File: config.mk
export PLATFORM = sky130hd
export DESIGN_NAME = id_ex_stage
export DESIGN_NICKNAME = d
export VERILOG_FILES = /design/src/rtl/pipe_pkg.sv /design/src/rtl/hazard_detect.sv /design/src/rtl/id_ex_stage.sv
export SDC_FILE = /design/constraint.sdc
export NUM_CORES = 1
export LEC_CHECK = 0
export BUFFER_PORTS_ARGS = -buffer_cell sky130_fd_sc_hd__clkbuf_2
export CAP_MARGIN = 10
export CORE_AREA = 2 2 137 139
export DETAILED_ROUTE_END_ITERATION = 8
export DIE_AREA = 0 0 139 141
export PLACE_DENSITY = 0.78
export REMOVE_ABC_BUFFERS = 1
export SLEW_MARGIN = 5
export SYNTH_ARGS = -nofsm -noshare
export SYNTH_HDL_FRONTEND = slang
export SYNTH_HIERARCHICAL = 1
export SYNTH_SLANG_ARGS = --single-unit
File: constraint.sdc
create_clock -name clk -period 5.6 [get_ports clk]
set_input_delay 1.12 -clock clk [delete_from_list [all_inputs] [get_ports clk]]
set_output_delay 1.12 -clock clk [all_outputs]
set_load 0.01 [all_outputs]
File: src/rtl/pipe_pkg.sv
// -----------------------------------------------------------------------------
// pipe_pkg
// Shared pipeline types for the decode/execute boundary.
//   XLEN          : datapath width
//   REG_AW        : register index width
//   alu_op_e      : ALU operation selector
//   wb_sel_e      : write-back source selector
//   ctrl_t        : decoded control bundle travelling with an instruction
//   ex_bundle_t   : full contents of the ID/EX pipeline register
//   ctrl_gate()   : forces the control bundle to all-zero for non-valid slots
// -----------------------------------------------------------------------------
package pipe_pkg;

   localparam int XLEN   = 32;
   localparam int REG_AW = 5;

   typedef enum logic [3:0] {
      ALU_ADD  = 4'd0,
      ALU_SUB  = 4'd1,
      ALU_AND  = 4'd2,
      ALU_OR   = 4'd3,
      ALU_XOR  = 4'd4,
      ALU_SLL  = 4'd5,
      ALU_SRL  = 4'd6,
      ALU_SRA  = 4'd7,
      ALU_SLT  = 4'd8,
      ALU_SLTU = 4'd9
   } alu_op_e;

   typedef enum logic [1:0] {
      WB_ALU = 2'd0,
      WB_MEM = 2'd1,
      WB_PC4 = 2'd2,
      WB_IMM = 2'd3
   } wb_sel_e;

   typedef struct packed {
      logic    reg_write;
      logic    mem_read;
      logic    mem_write;
      alu_op_e alu_op;
      logic    alu_src;
      wb_sel_e wb_sel;
   } ctrl_t;

   // All-zero control: a slot carrying this has no architectural side effect.
   localparam ctrl_t CTRL_NOP = '{
      reg_write : 1'b0,
      mem_read  : 1'b0,
      mem_write : 1'b0,
      alu_op    : ALU_ADD,
      alu_src   : 1'b0,
      wb_sel    : WB_ALU
   };

   typedef struct packed {
      logic              valid;
      logic [XLEN-1:0]   pc;
      logic [REG_AW-1:0] rs1_addr;
      logic [REG_AW-1:0] rs2_addr;
      logic [REG_AW-1:0] rd_addr;
      logic [XLEN-1:0]   rs1_data;
      logic [XLEN-1:0]   rs2_data;
      logic [XLEN-1:0]   imm;
      ctrl_t             ctrl;
   } ex_bundle_t;

   localparam ex_bundle_t EX_CLEAR = '{
      valid    : 1'b0,
      pc       : {XLEN{1'b0}},
      rs1_addr : {REG_AW{1'b0}},
      rs2_addr : {REG_AW{1'b0}},
      rd_addr  : {REG_AW{1'b0}},
      rs1_data : {XLEN{1'b0}},
      rs2_data : {XLEN{1'b0}},
      imm      : {XLEN{1'b0}},
      ctrl     : CTRL_NOP
   };

   function automatic ctrl_t ctrl_gate(input logic valid, input ctrl_t ctrl);
      ctrl_t res;
      if (valid) begin
         res = ctrl;
      end else begin
         res = CTRL_NOP;
      end
      return res;
   endfunction

endpackage

File: src/rtl/hazard_detect.sv
// -----------------------------------------------------------------------------
// hazard_detect
// Load-use hazard comparator. A load sitting in EX whose destination is read
// by the instruction in decode cannot be forwarded in time, so decode must
// wait one cycle.
//   ex_valid, ex_mem_read, ex_rd_addr : instruction currently in EX
//   id_valid, id_rs1_addr, id_rs2_addr: instruction currently in decode
//   load_use                          : combinational stall request
// -----------------------------------------------------------------------------
module hazard_detect
   import pipe_pkg::*;
(
   input  logic              ex_valid,
   input  logic              ex_mem_read,
   input  logic [REG_AW-1:0] ex_rd_addr,
   input  logic              id_valid,
   input  logic [REG_AW-1:0] id_rs1_addr,
   input  logic [REG_AW-1:0] id_rs2_addr,
   output logic              load_use
);

   // Load in EX feeding a source of the decode instruction; x0 never hazards.
   always_comb begin
      load_use = 1'b0;
      if (ex_valid && ex_mem_read && (ex_rd_addr != {REG_AW{1'b0}}) && id_valid &&
          ((ex_rd_addr == id_rs1_addr) || (ex_rd_addr == id_rs2_addr))) begin
         load_use = 1'b1;
      end else begin
         load_use = 1'b0;
      end
   end

endmodule

File: src/rtl/id_ex_stage.sv
// -----------------------------------------------------------------------------
// id_ex_stage
// ID/EX pipeline register with write-through register-file bypass, held
// operand refresh during downstream stalls, flush and load-use bubble insertion.
//   clk, rst_n          : clock, asynchronous active-low reset
//   id_*                : decode-stage instruction, operands, immediate, control
//   wb_wr_en/addr/data  : register-file write port (also used for bypass)
//   ex_stall            : hold EX contents
//   flush               : kill the instruction entering EX
//   ex_*                : registered EX-stage operands
//   id_stall            : combinational load-use stall to fetch/decode
// -----------------------------------------------------------------------------
module id_ex_stage
   import pipe_pkg::*;
(
   input  logic              clk,
   input  logic              rst_n,
   input  logic              id_valid,
   input  logic [XLEN-1:0]   id_pc,
   input  logic [REG_AW-1:0] id_rs1_addr,
   input  logic [REG_AW-1:0] id_rs2_addr,
   input  logic [REG_AW-1:0] id_rd_addr,
   input  logic [XLEN-1:0]   id_rd_data1,
   input  logic [XLEN-1:0]   id_rd_data2,
   input  logic [XLEN-1:0]   id_imm,
   input  ctrl_t             id_ctrl,
   input  logic              wb_wr_en,
   input  logic [REG_AW-1:0] wb_addr,
   input  logic [XLEN-1:0]   wb_data,
   input  logic              ex_stall,
   input  logic              flush,
   output logic              ex_valid,
   output logic [XLEN-1:0]   ex_pc,
   output logic [REG_AW-1:0] ex_rs1_addr,
   output logic [REG_AW-1:0] ex_rs2_addr,
   output logic [REG_AW-1:0] ex_rd_addr,
   output logic [XLEN-1:0]   ex_rs1_data,
   output logic [XLEN-1:0]   ex_rs2_data,
   output logic [XLEN-1:0]   ex_imm,
   output ctrl_t             ex_ctrl,
   output logic              id_stall
);

   ex_bundle_t ex_r;
   ex_bundle_t ex_nxt_s;
   logic       load_use_s;

   // Operand entering EX: x0 is hard zero; a same-cycle write-back wins over
   // the (pre-write) asynchronous register-file read.
   function automatic logic [XLEN-1:0] capture_operand(
      input logic [REG_AW-1:0] rs_addr,
      input logic [XLEN-1:0]   rd_data,
      input logic              wr_en,
      input logic [REG_AW-1:0] wr_addr,
      input logic [XLEN-1:0]   wr_data
   );
      logic [XLEN-1:0] res;
      if (rs_addr == {REG_AW{1'b0}}) begin
         res = {XLEN{1'b0}};
      end else if (wr_en && (wr_addr == rs_addr)) begin
         res = wr_data;
      end else begin
         res = rd_data;
      end
      return res;
   endfunction

   // Operand held in EX: pick up any write to its register so that it is
   // never stale when the stall releases.
   function automatic logic [XLEN-1:0] refresh_operand(
      input logic [REG_AW-1:0] held_addr,
      input logic [XLEN-1:0]   held_data,
      input logic              wr_en,
      input logic [REG_AW-1:0] wr_addr,
      input logic [XLEN-1:0]   wr_data
   );
      logic [XLEN-1:0] res;
      if (wr_en && (wr_addr != {REG_AW{1'b0}}) && (wr_addr == held_addr)) begin
         res = wr_data;
      end else begin
         res = held_data;
      end
      return res;
   endfunction

   hazard_detect u_hazard_detect (
      .ex_valid    (ex_r.valid),
      .ex_mem_read (ex_r.ctrl.mem_read),
      .ex_rd_addr  (ex_r.rd_addr),
      .id_valid    (id_valid),
      .id_rs1_addr (id_rs1_addr),
      .id_rs2_addr (id_rs2_addr),
      .load_use    (load_use_s)
   );

   // Next ID/EX contents, priority flush > ex_stall > load-use > capture.
   always_comb begin
      ex_nxt_s = ex_r;
      if (flush) begin
         ex_nxt_s.valid = 1'b0;
         ex_nxt_s.ctrl  = CTRL_NOP;
      end else if (ex_stall) begin
         ex_nxt_s.rs1_data = refresh_operand(ex_r.rs1_addr, ex_r.rs1_data,
                                             wb_wr_en, wb_addr, wb_data);
         ex_nxt_s.rs2_data = refresh_operand(ex_r.rs2_addr, ex_r.rs2_data,
                                             wb_wr_en, wb_addr, wb_data);
      end else if (load_use_s) begin
         // Bubble; decode keeps its instruction because id_stall is high.
         ex_nxt_s.valid = 1'b0;
         ex_nxt_s.ctrl  = CTRL_NOP;
      end else begin
         ex_nxt_s.valid    = id_valid;
         ex_nxt_s.pc       = id_pc;
         ex_nxt_s.rs1_addr = id_rs1_addr;
         ex_nxt_s.rs2_addr = id_rs2_addr;
         ex_nxt_s.rd_addr  = id_rd_addr;
         ex_nxt_s.rs1_data = capture_operand(id_rs1_addr, id_rd_data1,
                                             wb_wr_en, wb_addr, wb_data);
         ex_nxt_s.rs2_data = capture_operand(id_rs2_addr, id_rd_data2,
                                             wb_wr_en, wb_addr, wb_data);
         ex_nxt_s.imm      = id_imm;
         ex_nxt_s.ctrl     = ctrl_gate(id_valid, id_ctrl);
      end
   end

   // ID/EX pipeline register.
   always_ff @(posedge clk or negedge rst_n) begin
      if (!rst_n) begin
         ex_r <= EX_CLEAR;
      end else begin
         ex_r <= ex_nxt_s;
      end
   end

   assign ex_valid    = ex_r.valid;
   assign ex_pc       = ex_r.pc;
   assign ex_rs1_addr = ex_r.rs1_addr;
   assign ex_rs2_addr = ex_r.rs2_addr;
   assign ex_rd_addr  = ex_r.rd_addr;
   assign ex_rs1_data = ex_r.rs1_data;
   assign ex_rs2_data = ex_r.rs2_data;
   assign ex_imm      = ex_r.imm;
   assign ex_ctrl     = ex_r.ctrl;
   assign id_stall    = load_use_s;

endmodule
## Yosys cells after proc, flatten, opt, wreduce, memory -nomap -nowiden

Index checks and enable logic that the tools add are counted.

- Bits in registers: 154

- Bitwise operators: 3
- Reduce and logical (&&, ||, !) cells: 17
- Equal/unequal tests: 10
- Muxes and demuxes: 16

Operators with widths:

| cell | count |
|---|---|
| 32-bit two-way mux | 6 |
| 143-bit two-way mux | 1 |
| 64-bit two-way mux | 1 |
| 48-bit two-way mux | 1 |
| 10-bit two-way mux | 4 |
| 5-bit equality test | 6 |
| 5-bit logical NOT | 2 |
| 5-bit nonzero test | 2 |
| 1-bit logical AND | 9 |
| 3-bit AND reduction | 3 |
| 2-bit by 1-bit != test with 1-bit output, second input constant | 3 |
| 1-bit two-way mux | 3 |
| 1-bit NOT | 3 |
| 2-bit != test, second input constant | 1 |
| 1-bit logical OR | 1 |

## Longest topological paths before layout

Gate-level depths: netlist of run 1.

- Depth in word-level cells: 8
- Depth in mapped cells: 10
- Depth with buffers taken out: 9

## By module

The synthesis of run 1 kept the hierarchy.

Modules (own cells, without submodules):

| module | cells an instance | area an instance (um2) | times used | sequential area each (um2) |
|---|---|---|---|---|
| id_ex_stage | 531 | 6620.1 | 1 | 3853.7 |
| hazard_detect | 17 | 128.9 | 1 | 0.0 |

## Worst setup path after synthesis of run 1

No wires, ideal clock.

- Kind: input to register
- Start point: in id_rs1_addr[2]
- End point: reg ex_r, in the netlist ex_imm[29]
- Data required time: 5.475 ns
- Arrival: 2.901 ns
- Setup slack: 2.575 ns
- Stages on the path: 9
- Path through: xor2_1 -> nor3_1 -> nand3_1 -> a21oi_1 -> or2_2 -> nor2_1 -> buf_2 -> buf_2 -> mux2_2

- Cells in the longest elaborated chain, start to end: 6

RTL lines:

| item | RTL line | RTL |
|---|---|---|
| from (decl) | id_ex_stage.sv:20 | `input logic [REG_AW-1:0] id_rs1_addr,` |
| 5-bit equality test | hazard_detect.sv:26 | `((ex_rd_addr == id_rs1_addr) \|\| (ex_rd_addr == id_rs2_addr))) begin` |
| 1-bit logical OR | hazard_detect.sv:26 |  |
| 1-bit logical AND | hazard_detect.sv:25 | `if (ex_valid && ex_mem_read && (ex_rd_addr != {REG_AW{1'b0}}) && id_valid &&` |
| 1-bit two-way mux | hazard_detect.sv:25 |  |
| net id_stall | id_ex_stage.sv:41 | `output logic id_stall` |
| 1-bit NOT (no line) | - |  |
| 3-bit AND reduction (no line) | - |  |
| to (signal assigned) | id_ex_stage.sv:131 | `ex_r <= ex_nxt_s;` |
| to (decl) | id_ex_stage.sv:44 | `ex_bundle_t ex_r;` |

The timed path passes the listed nets, and every way through them passes these cells.
A chain may end at the register's enable or synchronous reset.

## Worst setup path in the final report of run 1

- Start point: reg ex_r, in the netlist ex_rd_addr[3]
- End point: reg ex_r, in the netlist ex_ctrl[3]

- Cells in the longest elaborated chain, start to end: 8

RTL lines:

| item | RTL line | RTL |
|---|---|---|
| 5-bit nonzero test | hazard_detect.sv:25 |  |
| 1-bit logical AND (2 in series) | hazard_detect.sv:25 |  |
| 1-bit logical AND * | hazard_detect.sv:25 |  |
| 1-bit two-way mux * | hazard_detect.sv:25 |  |
| 10-bit two-way mux * | id_ex_stage.sv:107 | `end else if (load_use_s) begin` |
| 10-bit two-way mux * | id_ex_stage.sv:102 | `end else if (ex_stall) begin` |
| 10-bit two-way mux * | id_ex_stage.sv:99 | `if (flush) begin` |

Every way passes the cells marked *; elsewhere a longest branch is shown, timed or not. The select of a mux whose other input is x is not followed.

==> results of run 1 <==
## final cells by class
cell class / count / area (sq um) / area share (%)
Sequential cell: 154 / 3854 / 41.54
Multi-Input combinational cell: 348 / 2681 / 28.90
Timing Repair Buffer: 358 / 1818 / 19.60
Clock buffer: 17 / 425.4 / 4.586
Tap cell: 234 / 292.8 / 3.156
Clock inverter: 15 / 200.2 / 2.158
Antenna cell: 2 / 5.005 / 0.05395
## layer usage
layer / part of all wire, % / vias to the layer above / global-route usage (%) / wire [microns]
met4: 2.6 / 0 / 8.293 / 556
met3: 9.4 / 36 / 6.997 / 2019
met1: 40 / 2827 / 26.48 / 8546
met2: 48 / 338 / 35.23 / 10350
li1: - / 2702 / - / -
met5: 0 / - / 0 / 0
## sequential cells by signal, indices dropped and copies added (netlist names)
| signal | flops |
|---|---|
| ex_imm | 32 |
| ex_pc | 32 |
| ex_rs1_data | 32 |
| ex_rs2_data | 32 |
| ex_ctrl | 10 |
| ex_rd_addr | 5 |
| ex_rs1_addr | 5 |
| ex_rs2_addr | 5 |
| ex_valid | 1 |
## worst reg2reg max path, stage by stage (launching register included)
cell and delay, ns:
dfrtp_1 0.46, or4_1 0.54, o2111ai_1 0.22, a21oi_1 0.11
or2_2 0.36, nor2_4 0.22, buf_4 0.74, and2_1 0.49
a22o_1 0.20
## layout by cell type (no fill, tap or decap), types with 2 or more instances in the layout
| cell | instances |
|---|---|
| a21o_1 | 3 |
| a22o_1 | 10 |
| a22oi_1 | 64 |
| a31oi_4 | 2 |
| a41o_1 | 2 |
| a41oi_2 | 2 |
| buf_4 | 8 |
| bufinv_16 | 2 |
| clkbuf_16 | 17 |
| clkbuf_2 | 349 |
| clkinv_8 | 2 |
| dfrtp_1 | 154 |
| diode_2 | 2 |
| inv_6 | 4 |
| inv_8 | 5 |
| mux2_2 | 79 |
| nand2_1 | 2 |
| nand3_1 | 2 |
| nor2_1 | 4 |
| nor2b_1 | 2 |
| nor3_1 | 7 |
| o21ai_0 | 107 |
| o21ai_1 | 11 |
| o21ai_2 | 10 |
| or2_4 | 2 |
| xnor2_1 | 9 |
| xor2_1 | 21 |
## through the flow
stage                     utilization, %  hold slack, ns  setup WS, ns  power, mW  TNS (ns)
after floorplan                        -          0.5365       -0.3302      1.671    -18.15
after global placement             47.33          0.4887         1.890      2.016         0
after detailed placement           47.33          0.4932         1.846      2.034         0
after CTS                          50.75          0.5097         2.172      3.268         0
after global routing               50.77          0.5215         1.984      3.383         0
final                              50.78          0.5049         2.208      3.225         0
## power groups by stage
| stage | logic [mW] | clock network (mW) | registers [mW] |
|---|---|---|---|
| after global routing | 0.705 | 1.30 | 1.38 |
| after global placement | 0.643 | 0 | 1.37 |
| final | 0.646 | 1.22 | 1.36 |
| after detailed placement | 0.655 | 0 | 1.38 |
| after floorplan | 0.229 | 0 | 1.44 |
| after CTS | 0.655 | 1.25 | 1.36 |
## cell families (layout without fill, tap and decap cells)
kind of cell / Yosys count / count (layout) / synth area share, %
AO/OA/AOI/OAI: 214 / 214 / 20.11
XOR/XNOR: 30 / 30 / 3.893
buffers and inverters: 46 / 390 / 3.726
flip-flops: 154 / 154 / 57.10
multiplexers: 79 / 79 / 13.18
other: 0 / 2 / 0
AND/OR/NAND/NOR: 25 / 25 / 1.984
## worst paths after layout
check | start | end | slack [ns] | cells after the start
max | ex_rd_addr[3] | ex_ctrl[3] | 2.21 | 8
min | ex_pc[8] | ex_pc[8] | 0.50 | 1
max reg2reg | ex_rd_addr[3] | ex_ctrl[3] | 2.21 | 8
min reg2reg | ex_pc[8] | ex_pc[8] | 0.50 | 1
max in group asynchronous | rst_n | ex_rd_addr[2] | 3.84 | 2
min in group asynchronous | rst_n | ex_rs1_data[11] | 0.61 | 1
==> run summary, run 1 <==
The final setup violation count is 0. The die boundary height is 141 microns. Setup repair after global routing left no endpoint under its margin. The number of antenna violations at the first check in global routing is 2.

The dominant synthesized flop cell is dfrtp_1. The die width came out at 139 microns. The cell area that synthesis handed to floorplanning was 0.006749 sq mm. The net switching power is 0.9773 mW. The area after detailed placement is 0.008646 sq mm. STA classifies the critical path endpoint as a flip-flop.

For this design the top-level I/O count stands at 351. The flow ran to the end, and the final reports show no timing, DRC or antenna violations. The net count reported at finish is 1075.

Sequential cells were found to cover 57.10% of the synthesized design area. The category of the worst setup path launch point is a flip-flop. The number of buffer cells added on primary ports is 350. The share of synthesized flip-flops with an asynchronous set or reset is 100.0%. The delay of the slowest cell on the worst path is 0.74 ns.

The post-route netlist has 54.60% of its cells at a drive strength greater than 1. The via count normalized by instance count came out at 5.233. In this run the deepest clock path goes through 2 buffers. The ratio of final minimum period to clock period came out at 60.57%. Once the clock tree was built, the resizer swapped 0 gates to a different size. After legalization and detailed placement, the total HPWL measured 15770 microns. After clock tree synthesis, the clock-pin slew on the worst setup and hold paths is 0.07 ns. At the later pin of the worst-skew pair, clock insertion delay measures 0.42 ns. The min-delay analysis places its worst path in the category reg -> reg. The cell at the root of the clock tree is clkbuf_16. The combinational share of power is 20.0%.

For this run, the total global-route usage over all layers was measured as 21.46%. The floorplan row count came out at 50. The H-tree depth reported by CTS came out at 4. The final hold violation count is 0. The vias after detailed routing is 5903. The number of buffers and inverters on the critical path is 1. The count of unique library cells instantiated by Yosys came out at 31. CTS saw 154 sinks. The routability congestion estimate from global placement is 0.9346.

The critical path is of the reg -> reg type. The internal power of the cells is 2.248 mW. The number of inserted filler cells in the final layout is 1671. The clock period could shrink to 3.392 ns. Buffers added to address setup during post-CTS repair amount to 0. The first global-routing pass estimated 32720 microns of wire. The top achievable clock speed is 294.8 MHz. Yosys attributes the largest share of cell area to dfrtp_1 (57%), mux2_2 (13%), o21ai_0 (7.9%). The final instance area came out at 0.009276 sq mm. The ratio of total power to cell area is 347.7 mW/mm^2.

The post-route non-filler standard cell count came out at 1128. The remaining global-route overflow came out at 0. After synthesis the netlist holds a flip-flop and latch count of 154.

The number of global-route vias before repair came to 5943. The number of flops mapped to enable cells by yosys came out at 0. In this run, CTS created clock tree buffers numbering 17. The routed wire length is 21470 microns. From synthesis to final layout, the design area changed by 37.45%. The number of placed instances with taps included came out at 1094. Once the floorplan was initialized, standard cells occupied 36.95% of the core.

The tool flagged a number of max-cap violations equal to 0. Between clock sinks in the finished design, the worst skew comes to 0.01386 ns. VDD sags by at most 199.9 uV.

The share of Yosys cell area claimed by the top area cell type came out at 57.10%. The leading area contributor after synthesis is dfrtp_1. The headroom to the max-slew limit came out at 25.95%. The mean post-synth cell area is 12.32 sq um. At the worst endpoint, the required time is 5.96 ns. For this design the static power due to leakage is 4.552 nW. The largest individual stage delay along the critical path comes from the cell buf_4.

The total iterations of the first detailed-routing run came out at 5. The count of nets left with antenna violations once routing finished came out at 0. The proportion of power drawn by the clock network is 37.8%.

The hold-fix buffer count after cts came out at 0. The TritonCTS clock tree is yes. The count of warnings emitted by yosys came out at 6. The number of DRC markers after the initial detailed-route iteration is 270.

In this run, flip-flops and latches consume 42.2% of the power. The number of slew-limit violations in the final report is 0. In the synthesized netlist, the cells that appear most often are dfrtp_1 (154), o21ai_0 (107), mux2_2 (79). In this design, the largest share of critical-path delay is due to simple AND/OR/NAND/NOR gates. The critical path goes through or4_1, o2111ai_1, a21oi_1, or2_2, nor2_4, buf_4, and2_1, a22o_1.

The floorplan step defined a die boundary enclosing 0.01960 sq mm. Entering global routing, the biggest net connects 74 pins. The biggest fanout along the worst timing path is 73. The dominant cell by count in the synthesized netlist is dfrtp_1. The share of total power consumed by net switching came out at 30.30%. The core region is 0.01827 sq mm.

The average routed wire per standard cell came out at 19.04 microns. The slew at the pin closest to its max-slew limit came out at 1.111 ns. The residual DRC count came out at 0. For the worst setup path, the data arrival time is 3.75 ns.

The synthesized instance count is 548.
Note: power is estimated with default switching activity, not from simulation.
==> run 2, diff against run 1 <==
- ABC_AREA: not set -> 1
- CORE_AREA: 2 2 137 139 -> not set
- CORE_UTILIZATION: not set -> 45
- DIE_AREA: 0 0 139 141 -> not set
- PLACE_DENSITY: 0.78 -> 0.86
- clock period: 5.6 -> 3.3 ns (I/O delays scaled with it)
==> run 2 against run 1 <==
- sequential share of layout area down 5.8 points
- critical path depth up 4
- sequential cell count unchanged
- global-route usage up 7.1 points
- critical path type unchanged
- critical endpoint is now ex_imm[17]
- largest power group unchanged
==> run summary, run 2 <==
The post-CTS setup-driven buffer insertion count is 0. The run finished with clean final reports. The number of antenna violations at the first check in global routing came out at 2. The kind of cell adding the most delay to the critical path is buffers and inverters.

The pre-antenna-repair detailed-routing pass consisted of 7 iterations. Sequential cells were found to cover 46.36% of the synthesized design area. The most used flip-flop cell after synthesis is dfrtp_1. The data required time at the worst endpoint is 3.66 ns. For this design the top-level I/O count stands at 351.

For this design the ratio of total power to cell area is 512.0 mW/mm^2. The synthesized design contains 0 enable-type register cells. The area of the die came out at 0.01902 sq mm.

The synthesized-area fraction occupied by xor and xnor cells came out at 0.7376%. The TritonCTS buffer count is 17. The relative area change from synthesis to final layout is 29.88%.

The critical path is of the reg -> reg type. The pin count of the biggest net entering global routing came out at 90. The number of cells on the critical path is 12.

Summing the areas of all and, or, nand and nor instances in the mapped netlist gives 40.61% of the synthesized area. The endpoint arrival time on the critical path is 2.87 ns. By area, the combinational part of the netlist is dominated by simple AND/OR/NAND/NOR gates.

The number of DRC markers after the initial detailed-route iteration is 581. The max-capacitance violation count is 0. The final critical path time including I/O delays and setup is 2.518 ns. The multi-input combinational cell area is 0.003591 sq mm. Of all nets on the critical path, the largest fanout is 56. The synthesized design spends more area on one cell type than any other, namely dfrtp_1. The number of cells traversed by the worst register-to-register path is 12.

The area after detailed placement is 0.01017 sq mm. The routability congestion estimate from global placement came out at 0.9593. Of all flip-flops after synthesis, the portion carrying an async set or reset was 100.0%. The floorplan row count is 49.

Setup repair after global routing left no endpoint under its margin. The peak supply drop came out at 335.5 uV. The slew at the pin closest to its max-slew limit is 0.8873 ns. In the post-synthesis netlist, the biggest area contributors are dfrtp_1 (46%), nand2_1 (29%), nand3_1 (9.3%).

The synthesized netlist devotes 0% of its cell area to adder and majority cells. Dividing the detail-routed via count by the number of cells gives 5.020. The worst hold slack across all endpoints came out at 0.2626 ns. The clock latency of the later-clocked register in the worst-skew pair came out at 0.43 ns. The final hold violation count came out at 0. The core outline area came out at 0.01802 sq mm. In this design, the stage delay of the slowest critical-path cell is 0.64 ns.

The share of the synthesized area in compound gates (AO/OA/AOI/OAI) came out at 1.821%. The number of buffers and inverters on the critical path came out at 3. The number of inserted filler cells in the final layout came out at 1655. The die is 137.9 microns tall. The count of cells resized by post-cts repair is 0. The minimum setup slack in the final design came out at 0.7817 ns. The slowest stage of the critical path is the inv_2 cell. The vias after detailed routing came out at 8975. In this run the worst setup path begins at ex_rd_addr[3].

For this run, design rule violations remaining after detail routing come to 0. The TritonCTS clock tree is yes. The number of slew-limit violations in the final report came out at 0. The count of nets left with antenna violations once routing finished came out at 0. Between clock sinks in the finished design, the worst skew comes to 0.02136 ns. Buffers placed on the I/O ports in this run total 350. The net count of the finished layout is 1741. The global-route wire length before repair is 41390 microns. The floorplan step set the die width to 137.9 microns.

The commonest cells after synthesis are nand2_1 (648), nand3_1 (155), dfrtp_1 (154). The final setup violation count came out at 0. The area of the mapped netlist came out at 0.008312 sq mm. The total power consumption of the routed design is 5.527 mW. The final instance area came out at 0.01080 sq mm. The min-delay analysis places its worst path in the category in -> async. The worst pin sits at a relative slew slack of 40.76%. The clock-pin slew on the worst setup and hold paths is 0.07 ns. During synthesis, Yosys emitted a total of 6 warnings. The count of clock tree sinks is 154. Counting along the longest clock path gives a buffer depth of 2. Leaving out fill and tap cells, the most frequent cell in the layout is nand2_1. The leakage power came out at 6.836 nW. The top achievable clock speed came out at 397.1 MHz. The number of global-route vias before repair is 8399. OpenSTA, run right after detailed placement, puts the worst setup slack at 0.5584 ns. The endpoint identified for the worst register-to-register timing path is ex_imm[17]. After global routing the overflow that remains totals 0. The HPWL after detailed placement is 19250 microns. The capture point of the critical path is ex_imm[17]. The critical path capture point type is a flip-flop. The dominant cell by count in the synthesized netlist is nand2_1. For this block, the routed nets add up to 27650 microns of wire. Dividing the detail-routed wire length by the instance count gives 15.46 microns. The total global routing track utilization came out at 28.55%.

In this run, synthesis produced a sequential element count of 154. The initial utilization of the core area, before any placement, comes to 46.11%. Of the cells placed in the final design, the portion with a size suffix greater than 1 is 26.83%. Summing all flip-flop and latch instances after layout gives 0.003854 sq mm. The category of the worst setup path launch point is a flip-flop. The top cell types in the final layout, fill and taps aside, are nand2_1 (647), clkbuf_2 (349), nand3_1 (155). The hold-fix buffer count after cts came out at 0. The synthesized design devotes to its leading area cell type 46.36% of total area. In this run the critical register-to-register path is launched from ex_rd_addr[3]. Of the available clock period, the critical path in the final layout requires 76.31%. In the synthesized netlist, mux cells make up 0% of the area.

Synthesis handed over a netlist of 1219 instances. The count of unique library cells instantiated by Yosys is 24. The setup check on the worst reg-to-reg path leaves a slack of 0.78 ns. The cell sitting at the root of the clock tree is a clkbuf_16. The H-tree depth reported by CTS came out at 4.

The average instance in the mapped netlist occupies 6.818 sq um. The critical path goes through nand2_1, inv_1, nor2_1, nor2_1, nand3_1, a21oi_2, nor2_1, nand2_2, inv_2, buf_4, nand2_1, nand2_1.
-- run 2: cell types whose count changed in the layout (fill, tap and decap cells not counted), sizes merged, moves of 19 or more --
cell / change
o21ai: -114
nor2: +20
inv: +135
xor2: -19
nand2: +648
nand3: +155
a22oi: -64
mux2: -79
-- run 2: final cells by class --
cell class	instances	area share (%)
Antenna cell	1	0.02318
Clock buffer	17	3.941
Clock inverter	15	1.808
Inverter	136	4.729
Multi-Input combinational cell	868	33.26
Sequential cell	154	35.70
Tap cell	229	2.654
Timing Repair Buffer	368	17.88
-- run 2: kinds of logic (layout without fill, tap and decap cells) --
kind of cell    Yosys count  after routing
other cells               0              1
flops                   154            154
buf+inv                 197            536
compound gates           24             24
xor+xnor                  7              7
simple gates            837            837
-- run 2: how the worst min path moves through the flow --
stage	slack [ns]	startpoint	depth (start not counted)	to
2_1_floorplan	0.36	rst_n	0	ex_ctrl[0]
3_3_place_gp	0.46	ex_imm[24]	2	ex_imm[24]
3_5_place_dp	0.46	ex_rs1_data[27]	2	ex_rs1_data[27]
4_1_cts	0.29	rst_n	1	ex_rs1_data[13]
5_1_grt	0.32	rst_n	1	ex_rs1_data[13]
6_report	0.26	rst_n	1	ex_rs1_data[1]
-- run 2: metrics by stage --
stage	cells	setup TNS [ns]	util (%)
6_report	1788	0	59.89
5_1_grt	1788	0	59.89
4_1_cts	1787	0	59.88
3_5_place_dp	1755	0	56.43
3_3_place_gp	1755	0	56.43
2_1_floorplan	1158	-45.24	-
-- run 2: metal layers --
layer  vias to the layer above  GRT usage [%]  wire length (microns)
met5                         -              0                     13
met4                         2          12.20                    748
met3                        51          7.639                   2863
met2                       494          50.47                  13490
met1                      4083          32.26                  10540
li1                       4345              -                      -
-- run 2: power breakdown --
part           total (mW)  internal, mW  switching (mW)
Combinational        1.19         0.459           0.732
Clock                2.05          1.10           0.943
Sequential           2.29          2.13           0.162
==> run 3, diff against run 2 <==
- clock period: 3.3 -> 2.5 ns (I/O delays scaled with it)
==> run 3 against run 2 <==
- die area unchanged
- utilization increased by 0.71 points
- clock skew decreased by 0.010 ns
- clock-buffer cell count increased by 1
- wire length about the same
- worst setup slack got worse by 0.43 ns
- final area increased by 1.2%
- first-iteration DRC count increased by 4.5%
- non-clock buffer count increased by 10
- sequential power increased by 32%
==> run summary, run 3 (synthesized netlist as in run 2, its figures left out) <==
The flow ran to the end, and the final reports show no timing, DRC or antenna violations. The count of clock tree sinks came out at 154. The layout cell share with drive strength beyond 1 came out at 27.30%.

STA classifies the critical path startpoint as a flip-flop. Dividing total power by cell area gives a power density of 680.7 mW/mm^2. 351 I/O pins were placed. In this run switching power makes up 31.68% of total power. The clock-pin slew on the worst setup and hold paths came out at 0.07 ns. The internal power of the cells is 5.081 mW.

Setup repair after global routing left no endpoint under its margin. In the layout the commonest cells are nand2_1 (647), clkbuf_2 (349), nand3_1 (155). The slew at the pin closest to its max-slew limit came out at 0.5989 ns. The finished layout holds 1799 standard cells, fillers aside. The area of the die came out at 0.01902 sq mm. Traced cell by cell, the critical path runs through inv_2, nand2_2, nand2_1, nor2_1, nand3_1, a21oi_2, clkbuf_2. The region available for standard cell placement spans 0.01802 sq mm. The pin count of the biggest net entering global routing is 90.

The hold-fix buffer count after cts came out at 0. After clock tree synthesis, the repair step resized 0 gates. The largest clock skew in the final design came out at 0.01089 ns. The sequential cell fraction of total power came out at 40.8%. The final hold violation count is 0.

The proportion of power drawn by the clock network came out at 37.9%. The number of antenna violations at the first check in global routing came out at 1. The global-route wire length before repair is 42530 microns.

For this run, the detailed router's first-pass iteration total came to 5. The number of global-route vias before repair came to 8681. The final critical path time including I/O delays and setup came out at 2.149 ns. The die boundary height came out at 137.9 microns.

The initial core utilization came out at 46.11%. The share of total power dissipated in combinational logic is 21.4%. The net switching power is 2.355 mW.

The delay of the slowest cell on the worst path is 0.47 ns. Global routing used 29.27% of the available tracks. The floorplan row count came out at 49. The remaining global-route overflow is 0. The min-delay analysis places its worst path in the category in -> async. The H-tree depth reported by CTS is 4. For this design, the slowest cell found on the critical path is dfrtp_1. The half-perimeter wire length after detailed placement is 19800 microns. The library cell used most frequently in the layout, excluding fill and tap cells, is nand2_1. The floorplan step set the die width to 137.9 microns. For this block, the routed nets add up to 27670 microns of wire. The relative area change from synthesis to final layout came out at 31.43%. The maximum buffer depth of the clock tree came out at 2. The worst setup path is of the reg -> out kind.

STA classifies the critical path endpoint as a primary output. The number of placed instances with taps included is 1765. The via count normalized by instance count is 5.052. In this run the critical register-to-register path is launched from ex_rd_addr[4]. Across the run, the number of max-cap violations was 0. The tree is rooted in a clkbuf_16. Timing would allow up to 465.4 MHz. For the worst setup path, the data required time is 2.00 ns. The critical path starts at ex_rd_addr[4]. The routability congestion estimate from global placement is 0.8900. The number of slew-limit violations in the final report came out at 0. The biggest fanout along the worst timing path came out at 5. The headroom to the max-slew limit is 60.07%. The average routed wire per standard cell came out at 15.38 microns. The residual DRC count came out at 0. The post-CTS setup-driven buffer insertion count came out at 0. The analysis attributes to cell leakage a power of 6.905 nW. During placement, the flow inserted port buffers numbering 350. The net count reported at finish is 1751. Once detail routing completed, the nets flagged for antenna violations numbered 0. The endpoint arrival time on the critical path is 1.65 ns. TritonCTS built the clock tree. VDD sags by at most 434.0 uV. The ratio of final minimum period to clock period came out at 85.95%. The clock latency of the later-clocked register in the worst-skew pair came out at 0.42 ns.

The vias after detailed routing is 9088. The total power consumption of the routed design came out at 7.436 mW. The TritonCTS buffer count is 17.

The final setup violation count is 0. The number of DRC markers after the initial detailed-route iteration is 607.
-- run 3: final timing paths --
| kind | end | slack (ns) | cells after the start |
|---|---|---|---|
| max reg2reg | ex_ctrl[9] | 0.46 | 12 |
| min reg2reg | ex_pc[23] | 0.48 | 2 |
| min in group clk | ex_pc[17] | 0.26 | 3 |
| max | id_stall | 0.35 | 7 |
| max in group asynchronous | ex_pc[7] | 1.70 | 2 |
| min | ex_rs1_data[1] | 0.05 | 1 |
-- run 3: power by group through the flow --
stage	combinational [mW]	clock, mW	sequential (mW)
final	1.59	2.81	3.03
after global routing	1.79	2.96	3.07
after CTS	1.59	2.85	3.03
after detailed placement	1.59	0	3.06
after global placement	1.56	0	3.06
after floorplan	0.609	0	3.19
-- run 3: critical path: cells and delay by family (launching register included) --
kind | cells | cell delay (ns)
flip-flops | 1 | 0.47
AND/OR/NAND/NOR | 4 | 0.31
AO/OA/AOI/OAI | 1 | 0.20
buffers and inverters | 2 | 0.25
-- run 3: layout make-up --
type	count	area (sq um)
timing repair buffer	378	2043
sequential	154	3854
multi-input combinational	868	3591
antenna	2	5.005
inverter	136	510.5
fill	1641	7101
tap	229	286.5
clock buffer	18	439.2
clock inverter	14	195.2
-- run 3: per-stage QoR --
stage          utilization, %  worst slack, ns  instance area, sq um  TNS [ns]  hold slack (ns)
6_report                60.61           0.3512                 10920         0          0.04513
5_1_grt                 60.58           0.2202                 10920         0          0.08697
4_1_cts                 60.58           0.3329                 10920         0          0.06535
3_5_place_dp            57.06           0.3126                 10280         0           0.4650
3_3_place_gp            57.06           0.3465                 10280         0           0.4614
2_1_floorplan               -           -1.382                  7953    -99.58           0.2044
-- run 3: per-layer routing --
layer / vias to the layer above / global-route usage, % / part of all wire [%]
li1: 4363 / - / -
met2: 526 / 49.86 / 48
met1: 4131 / 34.12 / 39
met3: 68 / 7.602 / 9.6
met4: 0 / 14.25 / 3.4
met5: - / 0 / 0
